**config.mk**
```make
export PLATFORM = sky130hd
export DESIGN_NAME = mem_stage_lsu_flat
export DESIGN_NICKNAME = d
export VERILOG_FILES = /design/src/rtl/mem_stage_lsu_if.sv /design/src/rtl/mem_stage_lsu.sv /design/src/flat_wrapper.sv
export SDC_FILE = /design/constraint.sdc
export NUM_CORES = 1
export LEC_CHECK = 0
export ABC_CLOCK_PERIOD_IN_PS = 3500
export BUFFER_PORTS_ARGS = -buffer_cell sky130_fd_sc_hd__buf_2
export CORE_MARGIN = 3
export CORE_UTILIZATION = 30
export DETAILED_ROUTE_END_ITERATION = 7
export SLEW_MARGIN = 20
export SYNTH_ARGS = -nofsm -noshare
export SYNTH_HDL_FRONTEND = slang
export SYNTH_SLANG_ARGS = --single-unit
```
**constraint.sdc**
```tcl
create_clock -name clk -period 3.5 [get_ports clk]
set_clock_uncertainty 0.15 [all_clocks]
set_input_delay 0.35 -clock clk [delete_from_list [all_inputs] [get_ports clk]]
set_output_delay 0.35 -clock clk [all_outputs]
set_load 0.05 [all_outputs]
```
**src/rtl/mem_stage_lsu_if.sv**
```systemverilog
// Data-memory bus between the MEM-stage load/store unit (master) and data memory (slave).
// The master raises a request and the slave completes it with dmem_ready.
interface mem_stage_lsu_if;
  logic        dmem_req;
  logic        dmem_we;
  logic [31:0] dmem_addr;
  logic [31:0] dmem_wdata;
  logic [3:0]  dmem_be;
  logic [31:0] dmem_rdata;
  logic        dmem_ready;

  modport master (
    output dmem_req,
    output dmem_we,
    output dmem_addr,
    output dmem_wdata,
    output dmem_be,
    input  dmem_rdata,
    input  dmem_ready
  );

  modport slave (
    input  dmem_req,
    input  dmem_we,
    input  dmem_addr,
    input  dmem_wdata,
    input  dmem_be,
    output dmem_rdata,
    output dmem_ready
  );
endinterface

```
**src/rtl/mem_stage_lsu.sv**
```systemverilog
// MEM-stage load/store unit: runs one EX/MEM load or store on the req/ready data bus,
// stalls the pipeline while it is in flight and returns extended load data.
module mem_stage_lsu #(
  parameter int unsigned TIMEOUT = 255
) (
  input  logic                   clk,
  input  logic                   rst,
  input  logic                   mem_memRead,
  input  logic                   mem_memWrite,
  input  logic [31:0]            mem_ALUResult,
  input  logic [31:0]            mem_readData2,
  input  logic [2:0]             mem_funct3,
  mem_stage_lsu_if.master        dmem,
  output logic                   stall_o,
  output logic [31:0]            load_data_o,
  output logic                   err_o
);

  typedef enum logic [1:0] {
    IDLE = 2'd0,
    BUSY = 2'd1,
    DONE = 2'd2
  } state_t;

  localparam logic [15:0] TIMEOUT_LAST = 16'(TIMEOUT - 32'd1);

  state_t      state_r;
  state_t      state_s;
  logic        access_s;
  logic        illegal_s;
  logic        stall_s;
  logic        issue_s;
  logic        fault_s;
  logic        complete_s;
  logic        expire_s;

  logic        req_r;
  logic        we_r;
  logic [31:0] addr_r;
  logic [31:0] wdata_r;
  logic [3:0]  be_r;
  logic [2:0]  funct3_r;
  logic [1:0]  offset_r;
  logic [15:0] cnt_r;
  logic [31:0] load_data_r;
  logic        err_r;

  function automatic logic access_illegal(input logic rd, input logic wr,
                                          input logic [2:0] f3, input logic [1:0] off);
    logic load_ok;
    logic store_ok;
    logic align_ok;
    load_ok  = (f3 == 3'b000) || (f3 == 3'b001) || (f3 == 3'b010) ||
               (f3 == 3'b100) || (f3 == 3'b101);
    store_ok = (f3 == 3'b000) || (f3 == 3'b001) || (f3 == 3'b010);
    case (f3[1:0])
      2'b01:   align_ok = ~off[0];
      2'b10:   align_ok = (off == 2'b00);
      default: align_ok = 1'b1;
    endcase
    return (rd & wr) | (rd & ~load_ok) | (wr & ~store_ok) | ~align_ok;
  endfunction

  function automatic logic [3:0] store_be(input logic [1:0] size, input logic [1:0] off);
    logic [3:0] be;
    case (size)
      2'b00:   be = 4'b0001 << off;
      2'b01:   be = 4'b0011 << {off[1], 1'b0};
      default: be = 4'b1111;
    endcase
    return be;
  endfunction

  function automatic logic [31:0] store_wdata(input logic [1:0] size, input logic [31:0] data);
    logic [31:0] w;
    case (size)
      2'b00:   w = {4{data[7:0]}};
      2'b01:   w = {2{data[15:0]}};
      default: w = data;
    endcase
    return w;
  endfunction

  function automatic logic [31:0] load_extend(input logic [2:0] f3, input logic [1:0] off,
                                              input logic [31:0] word);
    logic [7:0]  b;
    logic [15:0] h;
    logic [31:0] r;
    case (off)
      2'b00:   b = word[7:0];
      2'b01:   b = word[15:8];
      2'b10:   b = word[23:16];
      2'b11:   b = word[31:24];
      default: b = word[7:0];
    endcase
    h = off[1] ? word[31:16] : word[15:0];
    case (f3)
      3'b000:  r = {{24{b[7]}}, b};
      3'b100:  r = {24'd0, b};
      3'b001:  r = {{16{h[15]}}, h};
      3'b101:  r = {16'd0, h};
      default: r = word;
    endcase
    return r;
  endfunction

  assign access_s  = mem_memRead | mem_memWrite;
  assign illegal_s = access_illegal(mem_memRead, mem_memWrite, mem_funct3, mem_ALUResult[1:0]);

  // Next-state and per-cycle control decisions.
  always_comb begin
    state_s    = state_r;
    stall_s    = 1'b0;
    issue_s    = 1'b0;
    fault_s    = 1'b0;
    complete_s = 1'b0;
    expire_s   = 1'b0;
    case (state_r)
      IDLE: begin
        if (access_s && !illegal_s) begin
          stall_s = 1'b1;
          issue_s = 1'b1;
          state_s = BUSY;
        end else if (access_s) begin
          fault_s = 1'b1;
        end else begin
          state_s = IDLE;
        end
      end
      BUSY: begin
        stall_s = 1'b1;
        if (dmem.dmem_ready) begin
          complete_s = 1'b1;
          state_s    = DONE;
        end else if (cnt_r == TIMEOUT_LAST) begin
          expire_s = 1'b1;
          state_s  = DONE;
        end else begin
          state_s = BUSY;
        end
      end
      DONE: begin
        state_s = IDLE;
      end
      default: begin
        state_s = IDLE;
      end
    endcase
  end

  // State register.
  always_ff @(posedge clk or posedge rst) begin
    if (rst) begin
      state_r <= IDLE;
    end else begin
      state_r <= state_s;
    end
  end

  // Bus request, wait counter, load result and fault pulse.
  always_ff @(posedge clk or posedge rst) begin
    if (rst) begin
      req_r       <= 1'b0;
      we_r        <= 1'b0;
      addr_r      <= 32'd0;
      wdata_r     <= 32'd0;
      be_r        <= 4'd0;
      funct3_r    <= 3'd0;
      offset_r    <= 2'd0;
      cnt_r       <= 16'd0;
      load_data_r <= 32'd0;
      err_r       <= 1'b0;
    end else begin
      err_r <= fault_s | expire_s;
      if (issue_s) begin
        req_r    <= 1'b1;
        we_r     <= mem_memWrite;
        addr_r   <= {mem_ALUResult[31:2], 2'b00};
        funct3_r <= mem_funct3;
        offset_r <= mem_ALUResult[1:0];
        cnt_r    <= 16'd0;
        if (mem_memWrite) begin
          be_r    <= store_be(mem_funct3[1:0], mem_ALUResult[1:0]);
          wdata_r <= store_wdata(mem_funct3[1:0], mem_readData2);
        end else begin
          be_r <= 4'b1111;
        end
      end else if (complete_s || expire_s) begin
        req_r <= 1'b0;
        // Only a load that actually completed updates the result; timeouts leave it alone.
        if (complete_s && !we_r) begin
          load_data_r <= load_extend(funct3_r, offset_r, dmem.dmem_rdata);
        end
      end else if (state_r == BUSY) begin
        cnt_r <= cnt_r + 16'd1;
      end
    end
  end

  // Reset must release the pipeline at once even while EX/MEM still holds an access.
  assign stall_o         = stall_s & ~rst;
  assign dmem.dmem_req   = req_r;
  assign dmem.dmem_we    = we_r;
  assign dmem.dmem_addr  = addr_r;
  assign dmem.dmem_wdata = wdata_r;
  assign dmem.dmem_be    = be_r;
  assign load_data_o     = load_data_r;
  assign err_o           = err_r;

endmodule

```
**src/flat_wrapper.sv**
```systemverilog
// flat-port wrapper written by rule: the top's interface ports become plain ports
module mem_stage_lsu_flat 
#(
  parameter int unsigned TIMEOUT = 255
)
  (clk, rst, mem_memRead, mem_memWrite, mem_ALUResult, mem_readData2, mem_funct3, stall_o, load_data_o, err_o, dmem_dmem_req, dmem_dmem_we, dmem_dmem_addr, dmem_dmem_wdata, dmem_dmem_be, dmem_dmem_rdata, dmem_dmem_ready);
  mem_stage_lsu_if dmem_i ();
  input  logic clk;
  input  logic rst;
  input  logic mem_memRead;
  input  logic mem_memWrite;
  input  logic [31:0] mem_ALUResult;
  input  logic [31:0] mem_readData2;
  input  logic [2:0] mem_funct3;
  output logic stall_o;
  output logic [31:0] load_data_o;
  output logic err_o;
  output wire logic [$bits(dmem_i.dmem_req)-1:0] dmem_dmem_req;
  output wire logic [$bits(dmem_i.dmem_we)-1:0] dmem_dmem_we;
  output wire logic [$bits(dmem_i.dmem_addr)-1:0] dmem_dmem_addr;
  output wire logic [$bits(dmem_i.dmem_wdata)-1:0] dmem_dmem_wdata;
  output wire logic [$bits(dmem_i.dmem_be)-1:0] dmem_dmem_be;
  input wire logic [$bits(dmem_i.dmem_rdata)-1:0] dmem_dmem_rdata;
  input wire logic [$bits(dmem_i.dmem_ready)-1:0] dmem_dmem_ready;
  assign dmem_dmem_req = dmem_i.dmem_req;
  assign dmem_dmem_we = dmem_i.dmem_we;
  assign dmem_dmem_addr = dmem_i.dmem_addr;
  assign dmem_dmem_wdata = dmem_i.dmem_wdata;
  assign dmem_dmem_be = dmem_i.dmem_be;
  assign dmem_i.dmem_rdata = dmem_dmem_rdata;
  assign dmem_i.dmem_ready = dmem_dmem_ready;
  mem_stage_lsu #(.TIMEOUT(TIMEOUT)) u_core (.clk(clk), .rst(rst), .mem_memRead(mem_memRead), .mem_memWrite(mem_memWrite), .mem_ALUResult(mem_ALUResult), .mem_readData2(mem_readData2), .mem_funct3(mem_funct3), .dmem(dmem_i), .stall_o(stall_o), .load_data_o(load_data_o), .err_o(err_o));
endmodule
```
-- After elaboration in Yosys (flattened, before gate mapping)
Index checks and enable logic that the tools add are counted.
- bits in registers: 124
- input bits: 104
- word-level logic and storage cells: 93
- add/subtract/negate cells: 1
- multiplexer cells: 28
- bitwise gates (word level): 15
- shift-type cells: 2
- equal/unequal tests: 16
- reductions and logical operators: 20
- operators with widths (kind ; number):
    $pmux 32 s4 ; 1
    $mux 16 ; 4
    $pmux 32 s2 ; 1
    $pmux 8 s4 ; 1
    $add 16x1->16 const B ; 1
    $eq 16x8->1 const B ; 1
    $eq 3x3->1 const B ; 4
    $mux 1 ; 12
    $logic_not 2->1 ; 4
    $mux 2 ; 4
    $pmux 4 s2 ; 1
    $eq 2x1->1 const B ; 3
    $eq 2x2->1 const B ; 3
    $eq 3x1->1 const B ; 2
    $logic_not 3->1 ; 2
    $not 1->1 ; 6
    $logic_or 1x1->1 ; 5
    $or 1x1->1 ; 5
    $and 1x1->1 ; 4
    $mux 4 ; 1
    $pmux 1 s2 ; 2
    $pmux 2 s2 ; 1
    $reduce_and 2->1 ; 2
    $reduce_bool 2->1 ; 2
    8 further kinds ; 10

-- Longest topological paths before layout
- word-level depth: 16
- gate-level depth with buffers: 10
- depth with buffers taken out: 7

-- Worst setup path after synthesis
No wires, ideal clock.
- path type: input to output
- start point: input mem_funct3[0]
- end point: output stall_o
- stages: 7
- data required time: 3000 ps
- setup slack: 163 ps
- arrival time: 2837 ps
- cells stage by stage: inv_1 -> ha_1 -> a211o_1 -> a2111oi_4 -> buf_2 -> nor2_1 -> nor3_1
- cells in the longest elaborated chain, start to end: 15
- ends and longest elaborated chain (item ; RTL line ; RTL):
    start: declaration ; flat_wrapper.sv:14 ; input logic [2:0] mem_funct3;
    $eq 3x1->1 or $logic_not 3->1 (tied branches) ; mem_stage_lsu.sv:53, mem_stage_lsu.sv:55 ;
    $logic_or 1x1->1 (2 in a row) ; mem_stage_lsu.sv:53, mem_stage_lsu.sv:55 ;
    $logic_or 1x1->1 ; mem_stage_lsu.sv:53 ; load_ok = (f3 == 3'b000) || (f3 == 3'b001) || (f3 == 3'b010) ||
    $logic_or 1x1->1 ; mem_stage_lsu.sv:54 ; (f3 == 3'b100) || (f3 == 3'b101);
    $not 1->1 ; mem_stage_lsu.sv:61 ; return (rd & wr) | (rd & ~load_ok) | (wr & ~store_ok) | ~align_ok;
    $and 1x1->1 ; mem_stage_lsu.sv:61 ;
    $or 1x1->1 (2 in a row) ; mem_stage_lsu.sv:61 ;
    $or 1x1->1 * ; mem_stage_lsu.sv:61 ;
    $logic_not 1->1 * ; mem_stage_lsu.sv:120 ; if (access_s && !illegal_s) begin
    $logic_and 1x1->1 * ; mem_stage_lsu.sv:120 ;
    $mux 1 * ; mem_stage_lsu.sv:120 ;
    $pmux 1 s2 * ; mem_stage_lsu.sv:118 ; case (state_r)
    $and 1x1->1 * ; mem_stage_lsu.sv:201 ; assign stall_o = stall_s & ~rst;
    end: declaration ; flat_wrapper.sv:15 ; output logic stall_o;
Mark *: on every way between the ends. The rest lies on a longest branch, timed or not.

-- Worst setup path after layout
- start point: input mem_funct3[1]
- end point: output stall_o
The elaborated chain is that of the path after synthesis.

==> results.tsv <==
metric	value	unit
clk_lat worst skew	410	ps
GR peak layer	met2	
Power Internal	0.00418	W
switch share	47.8	%
Fin. Hold Viols	23	
Root Driver	clkbuf_16	
Initial Util	30.8	%
max_cap viols	0	
CP endpoint kind	output port	
delay-heaviest family, CP	compound AO/OA/AOI/OAI gates	
combinational power share	46.4	%
Die X	145	um
first-pass GRT wire length	26.6	mm
status	finished with violations	
Max Freq	0.359	GHz
HP Class	in -> async	
detailed placement HPWL	11.5	mm
top post-synthesis cells by area	dfrtp_1 (54%), mux2_2 (9.9%), a21oi_1 (5.2%), nor2_1 (4.7%), mux2i_1 (2.4%)	
Die Height	145	um
Synth area leader	dfrtp_1	
IO buf count	205	
PostCTS Resize Cnt	0	
PwrDens	1020	nW/um^2
async set or reset register ratio after synthesis	100	%
initial drt markers	304	
total power	0.00800	W
Simple-Gate Fraction of Synth Area	12.2	%
Post-synth EDFFs	0	
clock sink total	124	
Compound-Gate Fraction of Synth Area	15.3	%
Reg2Reg Setup Slack	1100	ps
Post-CTS Setup Bufs	0	
Worst EP arrival	2280	ps
Crit-path slowest cell	a2111oi_4	
Layout area overhead	35.7	%
Clk pwr share	23.4	%
crit path cell chain	buf_2, inv_1, ha_1, a21oi_1, a2111oi_4, nor2_1, nor3_1, buf_2	
vias in the first global route	4925	
Min Clock Period, post-route	2780	ps
WS Path Type	in -> out	
DRT Pass-1 Iters	5	
largest family of logic cells by synthesized area	compound AO/OA/AOI/OAI gates	
total track usage	15.5	%
CTS HTree Levels	4	
Slowest Stage Delay on Critical Path	530	ps
initial antenna violation count	2	
vias per cell	4.75	
n_diodes	0	
largest net degree at the start of global routing	125	
dpl cell area	7140	um^2
CTS tree	yes	
Critical Path Source Type	input port	
IR Drop Worst-Case VDD	0.000495	V
Unique masters post-synth	47	
Final Cycle Share	79.5	%
Routed WL per cell	16.0	um
design area	7870	um^2
GRT overflow	0	
multiplexer area fraction after synthesis	12.3	%
actual slew at the worst max-slew pin	767	ps
Adder-Cell Fraction of Synth Area	1.08	%
#FFs+latches synth	124	
Final setup violation count	0	
post-route DRC violation count	0	
Mapped Area	5800	um^2
sequential share of power	30.2	%
GP Congestion	0.772	
core region area	18800	um^2
Switch Pwr	0.00382	W
Worst-path clk slew	60	ps
Max-Slew Margin vs Limit	48.4	%
Syn Inst Count	541	
Routed Antenna Nets	0	
R2R depth	4	
Slew Limit Fails	0	
total number of vias	4861	
Buf/Inv on CP	3	
DRT Wirelength	16.4	mm
Synth top area share	53.5	%
GRT met2 Usage	25.2	%
Std-Cell Rows	50	
hold slack	-60.8	ps
clock buffer count from CTS	17	
nets	860	
IO Pins	208	
worst endpoint required time	3000	ps
syn_area_per_cell	10.7	um^2
post-synthesis sequential area ratio	53.5	%
setup TNS	0	ps
min setup slack post-route	718	ps
failing checks	negative hold slack	
GR Layer Usage met3	5.00	%
FF-to-FF Start	u_core.state_r[1]$_DFFE_PP0P_	
worst r2r dst	u_core.load_data_o[10]$_DFFE_PP0P_	
Max clock buf depth	2	
Setup Slack @ Placement	693	ps
share of cells above drive strength 1	41.2	%
fillcell total	1823	
top_reg_cell synth	dfrtp_1	
post-synthesis xor/xnor area fraction	2.11	%
leakage power	3.58	nW
met1 Usage GRT	20.0	%
Crit Path Max Fanout	14	
Worst path most repeated cell	buf_2	
die area	21000	um^2
RSZ-0062 raised after global routing	no	
Yosys Warn Count	0	
-- worst max path at each step --
| stage | start | endpoint | slack (ps) | cells past startpoint |
|---|---|---|---|---|
| 6_report | mem_funct3[1] | stall_o | 720 | 8 |
| 3_5_place_dp | mem_funct3[1] | u_core.dmem.dmem_addr[24]$_DFFE_PP0N_ | 690 | 7 |
| 5_1_grt | mem_funct3[1] | stall_o | 500 | 8 |
| 4_1_cts | mem_funct3[1] | stall_o | 700 | 8 |
| 3_3_place_gp | mem_funct3[1] | stall_o | 710 | 8 |
| 2_1_floorplan | mem_funct3[0] | stall_o | 160 | 7 |
-- routing by layer --
layer	vias to the layer above	routed length, um
met3	14	1090
met4	4	131
met2	151	7770
li1	2348	-
met5	-	21
met1	2344	7350
-- metrics by stage --
step | util, % | std cells
3_5_place_dp | 37.9 | 982
3_3_place_gp | 37.9 | 982
4_1_cts | 41.8 | 1024
2_1_floorplan | - | 542
6_report | 41.8 | 1024
5_1_grt | 41.8 | 1024
-- logic make-up (layout without fill, tap and decap cells) --
group                    Yosys count  in the layout
AND/OR/NAND/NOR                  151            151
AO/OA/AOI/OAI                    136            136
flip-flops                       124            124
multiplexers                      65             65
buffers and inverters             45            267
XOR/XNOR                          14             14
adder cells (fa/ha/maj)            5              5
other                              1              2
-- flip-flops by register name, indices dropped and copies added (netlist names) --
register and count:
u_core.state_r 2, u_core.dmem.dmem_be 4, u_core.dmem.dmem_addr 30, u_core.dmem.dmem_req 1
u_core.offset_r 2, u_core.dmem.dmem_we 1, u_core.dmem.dmem_wdata 32, u_core.cnt_r 16
u_core.load_data_o 32, u_core.funct3_r 3, u_core.err_o 1
-- placed cells by master (no fill, tap or decap), types with 3 or more instances in the layout --
master	synthesis	routed
nand2_1	33	33
nor3b_1	7	7
a2111oi_4	2	3
buf_12	0	3
nor3_1	5	5
clkinv_4	0	3
xor2_1	5	5
a31oi_1	11	11
o221a_2	7	7
nand2b_1	3	3
nor2b_1	4	4
ha_1	5	5
buf_2	12	205
o21bai_1	3	3
mux2_2	51	51
nor2_1	72	72
clkbuf_16	0	17
o211ai_1	6	6
dlygate4sd3_1	0	10
inv_1	10	9
nand3b_1	3	3
a21oi_1	60	60
mux2i_1	14	14
bufinv_16	0	3
o21ai_0	17	17
nand3_1	4	4
a22oi_1	16	16
o21a_1	6	6
xnor2_1	9	9
nor4_1	4	4
buf_4	3	7
clkinvlp_4	0	4
clkbuf_8	0	3
dfrtp_1	124	124
-- power groups by stage --
| stage | Sequential [W] | Combinational (W) | Clock, W |
|---|---|---|---|
| after floorplan | 0.00421 | 0.00101 | 0 |
| after global placement | 0.00243 | 0.00370 | 0 |
| after detailed placement | 0.00242 | 0.00373 | 0 |
| after CTS | 0.00242 | 0.00374 | 0.00192 |
| after global routing | 0.00250 | 0.00393 | 0.00198 |
| final | 0.00241 | 0.00371 | 0.00187 |
-- worst register-to-register path: stages (launching register included) --
cell	delay, ps
dfrtp_1	480
nor4bb_4	400
buf_4	540
o21ai_1	380
o221a_2	340
-- final cells by class --
class | count | area (um^2) | share of cell area (%)
clock buffer | 20 | 467 | 5.93
clock inverter | 12 | 161 | 2.05
inverter | 10 | 41.3 | 0.525
multi-input combinational | 373 | 2530 | 32.2
sequential | 124 | 3100 | 39.4
tap | 260 | 325 | 4.13
timing repair buffer | 225 | 1240 | 15.7
-- timing repair --
| item | in CTS | in global routing |
|---|---|---|
| hold buffers | 10 | 0 |
| setup endpoints to repair | 0 | 0 |
| hold endpoints to repair | 10 | 0 |
-- Yosys cell counts (2+ instances only) --
| library cell | number |
|---|---|
| o211ai_1 | 6 |
| nor2_1 | 72 |
| or3_1 | 2 |
| o21a_1 | 6 |
| or4_1 | 2 |
| clkbuf_1 | 17 |
| a22oi_1 | 16 |
| a21oi_1 | 60 |
| dfrtp_1 | 124 |
| o21ai_0 | 17 |
| a31oi_1 | 11 |
| o221a_2 | 7 |
| or3b_2 | 2 |
| o21bai_1 | 3 |
| and3_1 | 2 |
| inv_1 | 10 |
| nand2_1 | 33 |
| nand2b_1 | 3 |
| ha_1 | 5 |
| a211oi_1 | 2 |
| buf_1 | 3 |
| xor2_1 | 5 |
| buf_4 | 3 |
| nor3b_1 | 7 |
| nand4_1 | 2 |
| mux2i_1 | 14 |
| xnor2_1 | 9 |
| buf_2 | 12 |
| nand3b_1 | 3 |
| mux2_2 | 51 |
| a2111oi_4 | 2 |
| nor3_1 | 5 |
| or2_2 | 2 |
| nor2b_1 | 4 |
| nor4_1 | 4 |
| nand3_1 | 4 |
No activity file was read; power rests on OpenSTA's default activity.
